<file path="config.mk">
export PLATFORM = sky130hd
export DESIGN_NAME = sensor_scanner
export DESIGN_NICKNAME = d
export VERILOG_FILES = /design/src/rtl/sensor_scanner.sv
export SDC_FILE = /design/constraint.sdc
export NUM_CORES = 1
export LEC_CHECK = 0
export CAP_MARGIN = 10
export CELL_PAD_IN_SITES_DETAIL_PLACEMENT = 1
export CELL_PAD_IN_SITES_GLOBAL_PLACEMENT = 1
export CORE_ASPECT_RATIO = 1.1
export CORE_UTILIZATION = 33
export DETAILED_ROUTE_END_ITERATION = 6
export PLACE_DENSITY = 0.85
export SLEW_MARGIN = 5
export SYNTH_ARGS = -nofsm -noshare
export SYNTH_HDL_FRONTEND = slang
export SYNTH_SLANG_ARGS = --single-unit
</file>
<file path="constraint.sdc">
create_clock -name clk -period 1.55 [get_ports clk]
set_input_delay 0.2325 -clock clk [delete_from_list [all_inputs] [get_ports clk]]
set_output_delay 0.2325 -clock clk [all_outputs]
set_load 0.01 [all_outputs]
</file>
<file path="src/rtl/sensor_scanner.sv">
// Sequential sensor scanner: requests a reading per channel, holds it for the change-detector
// co-processor, and raises an alert strobe on a matching change flag. Optional: SCAN_ALERT_COUNT_EN.
module sensor_scanner #(
  parameter int unsigned HOLD_CYCLES = 3
) (
  input  logic       clk,
  input  logic       reset,
  input  logic       enable,
  output logic       sample_req,
  input  logic       sample_valid,
  input  logic [7:0] sample_data,
  output logic [7:0] r0,
  output logic [1:0] check,
  input  logic       Q,
  input  logic [1:0] Q1,
  output logic       alert_valid,
  output logic [1:0] alert_ch,
  output logic [7:0] alert_data,
  output logic       busy
`ifdef SCAN_ALERT_COUNT_EN
  ,
  input  logic [1:0] count_sel,
  output logic [7:0] alert_count
`endif
);

  typedef enum logic [2:0] {
    ST_IDLE,
    ST_REQ,
    ST_WAIT,
    ST_HOLD,
    ST_CAPTURE,
    ST_NEXT
  } state_t;

  state_t     r_state;
  state_t     w_next;
  logic [7:0] r_r0;
  logic [1:0] r_check;
  logic [7:0] r_wait_cnt;
  logic [3:0] r_hold_cnt;
  logic       r_alert_valid;
  logic [1:0] r_alert_ch;
  logic [7:0] r_alert_data;
  logic       w_alert;

  assign r0          = r_r0;
  assign check       = r_check;
  assign alert_valid = r_alert_valid;
  assign alert_ch    = r_alert_ch;
  assign alert_data  = r_alert_data;
  assign w_alert     = (r_state == ST_CAPTURE) && Q && (Q1 == r_check);

  always_comb begin
    w_next     = r_state;
    sample_req = 1'b0;
    busy       = 1'b1;
    case (r_state)
      ST_IDLE: begin
        busy = 1'b0;
        if (enable) w_next = ST_REQ;
      end
      ST_REQ: begin
        sample_req = 1'b1;
        w_next     = ST_WAIT;
      end
      ST_WAIT: begin
        // a strobe on the final (255th) wait cycle still wins over the timeout
        if (sample_valid)              w_next = ST_HOLD;
        else if (r_wait_cnt == 8'd254) w_next = ST_NEXT;
      end
      ST_HOLD: begin
        if (r_hold_cnt <= 4'd1) w_next = ST_CAPTURE;
      end
      ST_CAPTURE: w_next = ST_NEXT;
      ST_NEXT:    w_next = enable ? ST_REQ : ST_IDLE;
      default:    w_next = ST_IDLE;
    endcase
  end

  always_ff @(posedge clk) begin
    if (reset) begin
      r_state       <= ST_IDLE;
      r_r0          <= '0;
      r_check       <= '0;
      r_wait_cnt    <= '0;
      r_hold_cnt    <= '0;
      r_alert_valid <= 1'b0;
      r_alert_ch    <= '0;
      r_alert_data  <= '0;
    end else begin
      r_state       <= w_next;
      r_alert_valid <= w_alert;
      case (r_state)
        ST_REQ: r_wait_cnt <= '0;
        ST_WAIT: begin
          r_wait_cnt <= r_wait_cnt + 8'd1;
          if (sample_valid) begin
            r_r0       <= sample_data;
            r_hold_cnt <= 4'(HOLD_CYCLES);
          end
        end
        ST_HOLD: r_hold_cnt <= r_hold_cnt - 4'd1;
        ST_CAPTURE: begin
          if (w_alert) begin
            r_alert_ch   <= r_check;
            r_alert_data <= r_r0;
          end
        end
        ST_NEXT: r_check <= r_check + 2'd1;
        default: ;
      endcase
    end
  end

`ifdef SCAN_ALERT_COUNT_EN
  logic [7:0] r_alert_cnt [4];

  assign alert_count = r_alert_cnt[count_sel];

  always_ff @(posedge clk) begin
    if (reset) begin
      for (int unsigned i = 0; i < 4; i++) r_alert_cnt[i] <= '0;
    end else if (w_alert && (r_alert_cnt[r_check] != 8'hFF)) begin
      r_alert_cnt[r_check] <= r_alert_cnt[r_check] + 8'd1;
    end
  end
`endif

endmodule

</file>
* Word-level counts from Yosys, hierarchy flattened
Index checks and enable logic that the tools add are counted.
** Storage, ports and cells
- Output and inout bits :: 23
- Memories :: 0
- Bits in registers :: 36
- Memory bits (writable) :: 0
- Bits in read-only memories :: 0
- Bits of input ports :: 15
- Latch bits :: 0
** Cells by class
- Bitwise logic cells :: 0
- Div/mod/pow operators :: 0
- Reductions and logical operators :: 9
- Shifts and indexed selects :: 0
- Eq/ne operators :: 11
- $add $sub $neg :: 3
- Magnitude comparators :: 1
- $mul :: 0
- Muxes and demuxes :: 11
** Operator list (number)
- $pmux W3 S6 :: 1
- $pmux W8 S2 :: 1
- $mux W3 :: 4
- $add A8 B1 Y8 const B :: 1
- $eq A8 B8 Y1 const B :: 1
- $pmux W4 S2 :: 1
- $eq A3 B2 Y1 const B :: 2
- $eq A3 B3 Y1 const B :: 2
- $ne A2 B2 Y1 const B :: 3
- $reduce_and A2 Y1 :: 3
- $le A4 B1 Y1 const B :: 1
- $mux W4 :: 1
- $reduce_bool A2 Y1 :: 2
- $sub A4 B1 Y4 const B :: 1
- $eq A3 B1 Y1 const B :: 1
- $logic_not A3 Y1 :: 1
- $mux W1 :: 3
- $ne A3 B3 Y1 const B :: 1
- $reduce_and A3 Y1 :: 1
- $add A2 B1 Y2 const B :: 1
- $eq A2 B2 Y1 :: 1
- $logic_and A1 B1 Y1 :: 2

* Logic depth before layout (Yosys ltp)
- Depth in word-level cells :: 4
- Gate-level depth with buffers :: 6

* Worst setup path before layout
OpenSTA, ideal clock, no wires.
- Path type :: reg-to-reg
- From :: register r_wait_cnt[1]
- To :: register r_wait_cnt[6]
- Data arrival time :: 1.389 ns
- Stages on the path, launching flop included :: 6
- Setup time :: 0.074 ns
- Slack :: 0.087 ns
- Period minus slack after synthesis :: 1.463 ns
- Cell sequence :: dfxtp_1 ha_1 nand3_1 or2_0 or4_1 a31oi_1
** On the way
- Word-level cells in the longest chain between the ends :: 2
** Ends and longest elaborated chain
- start, declared :: line 40 : logic [7:0] r_wait_cnt;
- start signal, assigned :: line 97 : r_wait_cnt <= r_wait_cnt + 8'd1;
- $add A8 B1 Y8 :: line 97
- $pmux W8 S2 :: line 94 : case (r_state)
Every way passes these cells.
A chain may end at the register's enable or synchronous reset.

* Final worst setup path
- From :: register r_state[1]
- To :: register r_state[0]
** On the way
- Word-level cells in the longest chain between the ends :: 3
- Elaborated cells between the ends (all ways) :: 11
- Those cells by class :: 8 x eq/ne; 1 x mux; 2 x reduce/logical
** Ends and longest elaborated chain
- start, declared :: line 36 : state_t r_state;
- start signal, assigned :: line 92 : r_state <= w_next;
- $eq A3 B2 Y1 or $logic_not A3 Y1 (tied branches) :: line 58 : case (r_state)
- $ne A3 B3 Y1 (no line) or $ne A2 B2 Y1 (tied branches)
- $reduce_and A3 Y1 (no line)
Parallel ways exist; a longest one is shown, timed or not.

==> metrics.txt <==
# TYPE chip_impl_metric gauge
chip_impl_info{name="status",value="finished with violations"} 1
chip_impl_info{name="failing_checks",value="setup timing"} 1
chip_impl_metric{name="diodes",unit=""} 0
chip_impl_metric{name="first_global_vias",unit=""} 1686
chip_impl_metric{name="synthesis_stage_register_bit_count",unit=""} 36
chip_impl_metric{name="synth-adder-area-share",unit="%"} 3.02
chip_impl_info{name="min-delay-start",value="r0[0]"} 1
chip_impl_metric{name="htreeDepth",unit=""} 2
chip_impl_info{name="timing.hold.worst.class",value="register to register"} 1
chip_impl_metric{name="finalWorstSetupSlack",unit="ps"} -20.5
chip_impl_metric{name="dp_hpwl",unit="mm"} 3.24
chip_impl_info{name="clk_root_buffer_cell",value="sky130_fd_sc_hd__clkbuf_8"} 1
chip_impl_metric{name="power_density",unit="nW/µm²"} 1370
chip_impl_info{name="crit-reg2reg-launch",value="r_state[1]"} 1
chip_impl_metric{name="synth_cell_types",unit=""} 44
chip_impl_metric{name="finalHoldWorstSlack",unit="ps"} 476
chip_impl_metric{name="nets",unit=""} 267
chip_impl_metric{name="mappedNetlistNets",unit=""} 212
chip_impl_metric{name="areaGrowthSynthToFinish",unit="%"} 49.5
chip_impl_metric{name="place_worst_setup_slack",unit="ps"} -84.4
chip_impl_metric{name="min_period_over_period",unit="%"} 101
chip_impl_metric{name="grt_antenna_before_repair",unit=""} 0
chip_impl_metric{name="globalRouteOverflowTotal",unit=""} 0
chip_impl_metric{name="synthesized_area_per_cell",unit="µm²"} 8.59
chip_impl_info{name="synth_top_family_by_area",value="simple AND/OR/NAND/NOR gates"} 1
chip_impl_metric{name="required",unit="ps"} 1740
chip_impl_metric{name="cap_violations",unit=""} 0
chip_impl_metric{name="top_level_ports",unit=""} 38
chip_impl_metric{name="gp_weighted_congestion",unit=""} 0.779
chip_impl_metric{name="dpl_cell_area",unit="µm²"} 2190
chip_impl_metric{name="die_area",unit="µm²"} 5310
chip_impl_info{name="tritoncts",value="yes"} 1
chip_impl_metric{name="die_x",unit="µm"} 69.6
chip_impl_metric{name="row_count",unit=""} 26
chip_impl_metric{name="cts.hold.buffers_added",unit=""} 0
chip_impl_metric{name="drt_total_wl",unit="mm"} 5.48
chip_impl_metric{name="layout-drive-gt1-share",unit="%"} 26.9
chip_impl_metric{name="initial_core_util",unit="%"} 34.9
chip_impl_info{name="yosys_most_used_dff",value="sky130_fd_sc_hd__dfxtp_1"} 1
chip_impl_metric{name="peak_supply_drop",unit="mV"} 0.582
chip_impl_info{name="final_common_cell",value="sky130_fd_sc_hd__clkdlybuf4s50_1"} 1
chip_impl_info{name="highest_count_cells_in_the_layout_ignoring_fill_and_taps",value="35 x sky130_fd_sc_hd__clkdlybuf4s50_1, 27 x sky130_fd_sc_hd__dfxtp_1, 24 x sky130_fd_sc_hd__nand2_1"} 1
chip_impl_metric{name="core",unit="µm²"} 4750
chip_impl_metric{name="cts.sinks",unit=""} 36
chip_impl_metric{name="synthesized_area",unit="µm²"} 1660
chip_impl_metric{name="fmax",unit="MHz"} 637
chip_impl_metric{name="chip_height",unit="µm"} 76.3
chip_impl_metric{name="globalRouteTotalUtil",unit="%"} 19.2
chip_impl_metric{name="timing.critical_path.fanout_max",unit=""} 3
chip_impl_metric{name="cts_max_path_buffers",unit=""} 2
chip_impl_metric{name="number_of_setup_violations_in_the_final_report",unit=""} 2
chip_impl_metric{name="maxSlewHeadroom",unit="%"} 79.4
chip_impl_metric{name="static-leakage-power",unit="nW"} 0.966
chip_impl_info{name="worstSetupStartpointType",value="register"} 1
chip_impl_metric{name="via_count",unit=""} 1658
chip_impl_metric{name="path_clk_slew",unit="ps"} 80
chip_impl_metric{name="compound_gate_portion_of_the_synthesized_area",unit="%"} 13.7
chip_impl_metric{name="post-route-min-period",unit="ps"} 1570
chip_impl_metric{name="worst_slew_pin_slew",unit="ps"} 306
chip_impl_metric{name="synth_cells",unit=""} 193
chip_impl_metric{name="final_max_slew_viol_count",unit=""} 0
chip_impl_info{name="critical_path_class",value="register to register"} 1
chip_impl_metric{name="ys_seq_area_share",unit="%"} 43.5
chip_impl_metric{name="synth_async_sr_flop_share",unit="%"} 0
chip_impl_metric{name="number_of_enable_flip_flop_cells_after_synthesis",unit=""} 0
chip_impl_metric{name="cts_inserted_buffers",unit=""} 5
chip_impl_metric{name="avgRoutedWirePerCell",unit="µm"} 18.0
chip_impl_metric{name="worstSkewPairLatency",unit="ps"} 300
chip_impl_metric{name="worst_ep_arrival_time",unit="ps"} 1760
chip_impl_metric{name="worst_clock_skew",unit="ps"} 4.34
chip_impl_metric{name="route.detailed.vias_per_inst",unit=""} 5.44
chip_impl_metric{name="drt_first_pass_iters",unit=""} 4
chip_impl_metric{name="timing.final.hold_violations",unit=""} 0
chip_impl_info{name="worst_setup_path_end_kind",value="register"} 1
chip_impl_info{name="rsz_0062_raised_after_global_routing",value="true"} 1
chip_impl_metric{name="port_buffer_count",unit=""} 37
chip_impl_metric{name="residual_antenna_violating_net_count_after_detailed_routing",unit=""} 0
chip_impl_metric{name="synth_warnings",unit=""} 0
chip_impl_metric{name="post_synth_xor_area_fraction",unit="%"} 2.64
chip_impl_metric{name="synth.area.mux_share",unit="%"} 7.40
chip_impl_metric{name="maximum_number_of_pins_on_one_net_before_global_route_repair",unit=""} 36
chip_impl_metric{name="grt_pass1_wl",unit="mm"} 8.02
chip_impl_metric{name="simple_gate_share_of_the_synthesized_area",unit="%"} 24.6
chip_impl_metric{name="drt_drc_violations_left",unit=""} 0
chip_impl_metric{name="drt_iter0_drc",unit=""} 105
chip_impl_metric{name="finish.instance_area",unit="µm²"} 2480
chip_impl_info{name="crit_path_start",value="r_state[1]"} 1
-- cells in the mapped netlist (2+ instances only) --
cell type	number	area [µm²]
sky130_fd_sc_hd__dfxtp_1	36	721
sky130_fd_sc_hd__nand2_1	24	90.1
sky130_fd_sc_hd__nor2_1	19	71.3
sky130_fd_sc_hd__a21oi_1	15	75.1
sky130_fd_sc_hd__mux2i_1	10	100
sky130_fd_sc_hd__o21ai_0	9	45.0
sky130_fd_sc_hd__nand3_1	7	35.0
sky130_fd_sc_hd__buf_2	6	30.0
sky130_fd_sc_hd__inv_1	5	18.8
sky130_fd_sc_hd__a31oi_1	4	25.0
sky130_fd_sc_hd__clkbuf_1	4	15.0
sky130_fd_sc_hd__ha_1	4	50.1
sky130_fd_sc_hd__nor3_1	4	20.0
sky130_fd_sc_hd__or4_1	4	30.0
sky130_fd_sc_hd__o211ai_1	3	22.5
sky130_fd_sc_hd__xor2_1	3	26.3
sky130_fd_sc_hd__and2_1	2	12.5
sky130_fd_sc_hd__buf_4	2	15.0
sky130_fd_sc_hd__mux2_2	2	22.5
sky130_fd_sc_hd__nand4_1	2	12.5
sky130_fd_sc_hd__nor2b_1	2	12.5
sky130_fd_sc_hd__nor4_1	2	12.5
sky130_fd_sc_hd__o31ai_1	2	15.0
sky130_fd_sc_hd__xnor2_1	2	17.5
-- state kept, by name, indices dropped and copies added (netlist names) --
signal       flops
r_hold_cnt       4
alert_data       8
alert_valid      1
check            2
alert_ch         2
r_state          3
r0               8
r_wait_cnt       8
-- where the power goes --
part	switching, W	internal (W)
combinational	0.000817	0.000765
sequential	0.0000956	0.00104
clock	0.000369	0.000313
total	0.00128	0.00211
-- stage by stage --
stage	TNS [ps]	cells	power (W)	util [%]
2_1_floorplan	0	193	0.00179	-
3_3_place_gp	-35.5	291	0.00228	46.2
3_5_place_dp	-236	291	0.00234	46.2
4_1_cts	-12.8	301	0.00316	49.6
5_1_grt	-323	305	0.00355	52.2
6_report	-26.1	305	0.00340	52.2
-- cell type report --
class | instances | area [µm²]
tap | 56 | 70.1
clock buffer | 5 | 68.8
multi-input combinational | 138 | 955
inverter | 6 | 22.5
clock inverter | 3 | 18.8
sequential | 36 | 734
fill | 559 | 2270
timing repair buffer | 61 | 609
-- path summary, 6_finish.rpt --
check                             endpoint  slack, ps  cells after the start
worst max-delay path            r_state[0]        -20                      6
worst min-delay path                 r0[0]        480                      2
worst max register to register  r_state[0]        -20                      6
worst min register to register       r0[0]        480                      2
-- repair_timing --
| action | in CTS | in global routing |
|---|---|---|
| pin swaps | 9 | 13 |
| endpoints found under the setup margin | 8 | 14 |
| gates cloned | 0 | 1 |
| hold endpoints to repair | 0 | 0 |
| buffers inserted | 2 | 3 |
| resized for setup | 27 | 23 |
-- layer usage --
layer / up-vias / wire length (µm) / GRT usage [%]
li1: 780 / - / -
met1: 803 / 2270 / 20.2
met2: 57 / 2770 / 34.6
met3: 18 / 222 / 4.50
met4: 0 / 218 / 11.4
met5: - / 0 / 0
-- kinds of logic (layout without fill, tap and decap cells) --
kind of cell / after synthesis / count (layout)
DFF: 36 / 36
AOI/OAI and AO/OA: 38 / 38
buffers and inverters: 19 / 75
adders and majority gates: 4 / 4
and+or+nand+nor: 79 / 79
xor gates and xnor gates: 5 / 5
muxes: 12 / 12
-- critical path, stage by stage, from the launching register on --
cell	delay, ps
sky130_fd_sc_hd__dfxtp_2	330
sky130_fd_sc_hd__buf_6	130
sky130_fd_sc_hd__or3_4	380
sky130_fd_sc_hd__or2_4	240
sky130_fd_sc_hd__o211ai_1	140
sky130_fd_sc_hd__buf_4	190
sky130_fd_sc_hd__a211oi_2	50
Note: power is estimated with default switching activity, not from simulation.
